File: src/rtl/lfsr_gen.sv
// Parametrised Fibonacci LFSR with run-time seeding, zero-seed lockup recovery
// and optional period measurement (enabled by defining LFSR_PERIOD_EN).
module lfsr_gen #(
  parameter int unsigned            WIDTH = 8,
  parameter int unsigned            OUT_W = 5,
  parameter logic [WIDTH-1:0]       TAPS  = 8'b1110_0001,
  parameter logic [WIDTH-1:0]       SEED  = 8'h01
) (
  input  logic             clk_i,
  input  logic             rst_ni,
  input  logic             next_i,
  input  logic             seed_valid_i,
  input  logic [WIDTH-1:0] seed_i,
  output logic [OUT_W-1:0] rand_o,
  output logic [WIDTH-1:0] state_o,
  output logic             lockup_o,
  output logic             wrap_o,
  output logic [WIDTH-1:0] period_o,
  output logic             period_valid_o
);

  logic [WIDTH-1:0] state_q;
  logic [WIDTH-1:0] next_val;
  logic [WIDTH-1:0] seed_eff;
  logic             seed_zero;

  assign next_val  = {state_q[WIDTH-2:0], ^(state_q & TAPS)};
  assign seed_zero = (seed_i == '0);
  // An all-zero state would lock the LFSR, so substitute the reset seed.
  assign seed_eff  = seed_zero ? SEED : seed_i;

  always_ff @(posedge clk_i) begin
    if (!rst_ni) begin
      state_q  <= SEED;
      lockup_o <= 1'b0;
    end else begin
      lockup_o <= 1'b0;
      if (seed_valid_i) begin
        state_q  <= seed_eff;
        lockup_o <= seed_zero;
      end else if (next_i) begin
        state_q <= next_val;
      end
    end
  end

  assign state_o = state_q;
  assign rand_o  = state_q[OUT_W-1:0];

`ifdef LFSR_PERIOD_EN
  logic [WIDTH-1:0] start_q;
  logic [WIDTH-1:0] cnt_q;

  always_ff @(posedge clk_i) begin
    if (!rst_ni) begin
      start_q        <= SEED;
      cnt_q          <= '0;
      wrap_o         <= 1'b0;
      period_o       <= '0;
      period_valid_o <= 1'b0;
    end else begin
      wrap_o <= 1'b0;
      if (seed_valid_i) begin
        start_q        <= seed_eff;
        cnt_q          <= '0;
        period_valid_o <= 1'b0;
      end else if (next_i) begin
        if (next_val == start_q) begin
          wrap_o         <= 1'b1;
          period_o       <= cnt_q + 1'b1;
          period_valid_o <= 1'b1;
          cnt_q          <= '0;
        end else if (cnt_q != '1) begin
          // Saturate so a non-returning tap set never fakes a wrap.
          cnt_q <= cnt_q + 1'b1;
        end
      end
    end
  end
`else
  assign wrap_o         = 1'b0;
  assign period_o       = '0;
  assign period_valid_o = 1'b0;
`endif

endmodule

File: config.mk
export PLATFORM = sky130hd
export DESIGN_NAME = lfsr_gen
export DESIGN_NICKNAME = d
export VERILOG_FILES = /design/src/rtl/lfsr_gen.sv
export SDC_FILE = /design/constraint.sdc
export NUM_CORES = 1
export LEC_CHECK = 0
export CAP_MARGIN = 20
export CORE_MARGIN = 1
export CORE_UTILIZATION = 31
export CTS_BUF_LIST = sky130_fd_sc_hd__clkbuf_16
export DETAILED_ROUTE_END_ITERATION = 6
export PLACE_DENSITY_LB_ADDON = 0.08
export SYNTH_ARGS = -nofsm -noshare
export SYNTH_HDL_FRONTEND = slang
export SYNTH_SLANG_ARGS = --single-unit
File: constraint.sdc
create_clock -name clk_i -period 1 [get_ports clk_i]
set_input_delay 0.2 -clock clk_i [delete_from_list [all_inputs] [get_ports clk_i]]
set_output_delay 0.2 -clock clk_i [all_outputs]
set_load 0.05 [all_outputs]
==> run metrics <==
Final WS setup=-144 ps; GRT busiest layer=met2; clock latency at the later pin of the worst-skew pair=between 200 and 250 ps; worst reg2reg setup slack=-140 ps; die area=1980 um2; fin. max-slew vios=0; Logic pwr share=0.354; Avg WL per Cell=roughly 11 um; Die X=about 44 um; internal cell power=1.19 mW; Critical R2R Launch=state_o[6]$_SDFFE_PN0P_; detailed placer's ending HPWL=a little under 1000 um; Sequential Power Share=0.244; Setup crit start=state_o[6]$_SDFFE_PN0P_; CTS H-tree lvls=1; Area growth, synth to finish=99.3%; largest area contributor in the netlist=dfxtp_1; row cnt=14; met1 Use GR=0.169; Num CTS Buffers=3; Setup crit start kind=flip-flop; Clock power frac=0.403; crit end category=flip-flop; number of antenna violations at the first check in global routing=0; post-synthesis register bit count=9; WP data arrival=roughly 1200 ps; Netlist Area Pre-Place=around 560 um2; final instance area=1110 um2; Final Net Count=between 100 and 150; TritonCTS clock tree=built; total power after layout=between 1.5 and 2 mW; largest net degree at the start of global routing=10; CP Max Fanout=2; Post-Syn Instances=~60; Final Hold Vio Count=0; end point of the critical path=state_o[0]$_SDFFE_PN1P_; switching part of the total=0.313; die height=around 44 um; most common cell in the netlist=buf_4; synth cell count leaders=buf_4 (15), dfxtp_1 (9), mux2i_1 (7), nand2_1 (7), o211a_1 (5); Placement Setup Slack=-478 ps; # IOs=36; outcome=finished, violations left; failing checks=setup timing; Multi-input gate area=300 um2; warning count from the yosys run=0; antenna viol nets, final=0; Min-Delay Path Class=in2reg; port buffer count=25; gpl congestion=0.721; Post-synth ARST share=0; Pre-antenna DRT Iters=4; Max VDD drop=between 0.001 and 0.0015 V; vias in the first global route=approximately 470; core area=1590 um2; Distinct cells, synth=20; Yosys top cell area share=0.322; Synth Area per Inst=slightly above 9 um2; Detailed Route WL=1340 um; Clk pin slew, worst setup/hold paths=~40 ps; main flop type after synthesis=dfxtp_1; # fillers=~130; initial DRC count=4; minimum clock period=approximately 1100 ps; clk_skew=about 0.44 ps; DR DRC count=0; total grt overflow=0; Data required, critical path=around 1100 ps; clock root buffer=clkbuf_16; WHS Path Cells=4; GR Util met3=0.0653; fin crit share=1.14; vias=approximately 510; leakage=approximately 0.55 nW; Initial Utilization=0.351; RSZ-0062 raised after global routing=true; P_sw=approximately 540 uW; Vias per Instance=approximately 4.4; number of synthesized flops with an enable pin=0; Register Area=just over 200 um2; # clock sinks=9; sequential share of the synthesized area=0.322; FF-to-FF path depth=3; hold-fix buffer count after cts=0; Final setup viols=5; grt met2 use=0.244; Worst Setup Path Type=reg2reg; clock buffer depth=2; # diodes=0; DP Area=957 um2; share of layout cells above drive strength 1=0.447; first-pass GRT wire length=about 2100 um; fmax=between 0.8 and 0.9 GHz; maxcap violations=0; power per cell area=approximately 1600 nW/um2; Area contributors post-synth=dfxtp_1 (32%), buf_4 (20%), mux2i_1 (13%); RR Endpoint=state_o[0]$_SDFFE_PN1P_; gr usage total=0.153
[critical path, stage by stage, from the launching register on]
cell     delay [ps]
dfxtp_4         330
xnor3_1         380
mux2i_1         210
a32oi_1          90
[power groups by stage]
stage | Clock (mW) | Sequential, mW | Combinational [mW]
floorplan | 0 | 0.506 | 0.286
global placement | 0 | 0.429 | 0.587
detailed placement | 0 | 0.430 | 0.590
CTS | 0.719 | 0.425 | 0.612
global route | 0.736 | 0.425 | 0.636
finish | 0.696 | 0.421 | 0.611
[registers in the layout, indices dropped and copies added, names as in the netlist]
register  count
lockup_o      1
state_o       8
[metrics by stage]
stage | hold WS [ps] | utilization | TNS [ps] | instances
finish | 361 | 0.699 | -252 | 118
floorplan | 276 | - | -190 | 70
CTS | 381 | 0.693 | -297 | 118
global route | 365 | 0.699 | -363 | 118
detailed placement | 540 | 0.600 | -3200 | 108
global placement | 538 | 0.600 | -3120 | 108
[repair_timing]
item	in CTS	in global routing
resized for setup	15	4
pin swaps	5	1
setup buffers	6	0
setup endpoints to repair	13	12
[worst min path at each step]
stage	start	endpoint	slack [ps]
finish	seed_i[1]	lockup_o$_SDFF_PN0_	360
global route	seed_i[1]	lockup_o$_SDFF_PN0_	370
CTS	seed_i[5]	state_o[5]$_SDFFE_PN0P_	380
detailed placement	state_o[1]$_SDFFE_PN0P_	state_o[1]$_SDFFE_PN0P_	540
global placement	state_o[1]$_SDFFE_PN0P_	state_o[1]$_SDFFE_PN0P_	540
floorplan	seed_i[0]	lockup_o$_SDFF_PN0_	280
[cell usage in the layout (no fill, tap or decap)]
master / Yosys / routed
conb_1: 1 / 10
xnor3_1: 1 / 1
nor4_2: 0 / 1
a32oi_1: 1 / 1
dlymetal6s2s_1: 0 / 1
nand2b_1: 1 / 1
clkbuf_16: 0 / 3
inv_1: 1 / 1
o21ai_1: 0 / 1
nor3b_2: 0 / 1
buf_4: 15 / 10
buf_12: 0 / 14
o211a_1: 5 / 5
dfxtp_4: 0 / 6
a21oi_1: 1 / 1
dfxtp_1: 9 / 1
a31oi_1: 1 / 1
o21ai_0: 3 / 2
dfxtp_2: 0 / 2
mux2i_1: 7 / 7
nand2_1: 7 / 7
dlygate4sd2_1: 0 / 7
buf_6: 0 / 3
clkinvlp_4: 0 / 1
nor2b_1: 1 / 1
or3_1: 1 / 1
clkdlybuf4s50_1: 0 / 3
nor4b_2: 0 / 1
[layer usage]
| layer | part of all wire | vias to the layer above |
|---|---|---|
| met5 | 0 | - |
| met4 | 0.010 | 0 |
| met3 | 0.058 | 2 |
| met2 | 0.54 | 25 |
| met1 | 0.39 | 233 |
| li1 | - | 254 |
[cells by family (layout without fill, tap and decap cells)]
logic type,Yosys count,in the layout,synth area share
buffers and inverters,19,43,0.233
xor gates and xnor gates,1,1,0.0403
AOI/OAI and AO/OA,11,11,0.152
and+or+nand+nor,13,13,0.121
DFF,9,9,0.322
muxes,7,7,0.125
other,1,10,0.00670
[layout make-up]
| cell class | count | area share |
|---|---|---|
| clock buffers | 3 | 0.0673 |
| clock inverters | 1 | 0.00337 |
| inverters | 1 | 0.00673 |
| multi-input cells | 42 | 0.269 |
| flip-flops and latches | 9 | 0.184 |
| well taps | 24 | 0.0269 |
| repair buffers | 38 | 0.442 |
Note: power is estimated with default switching activity, not from simulation.
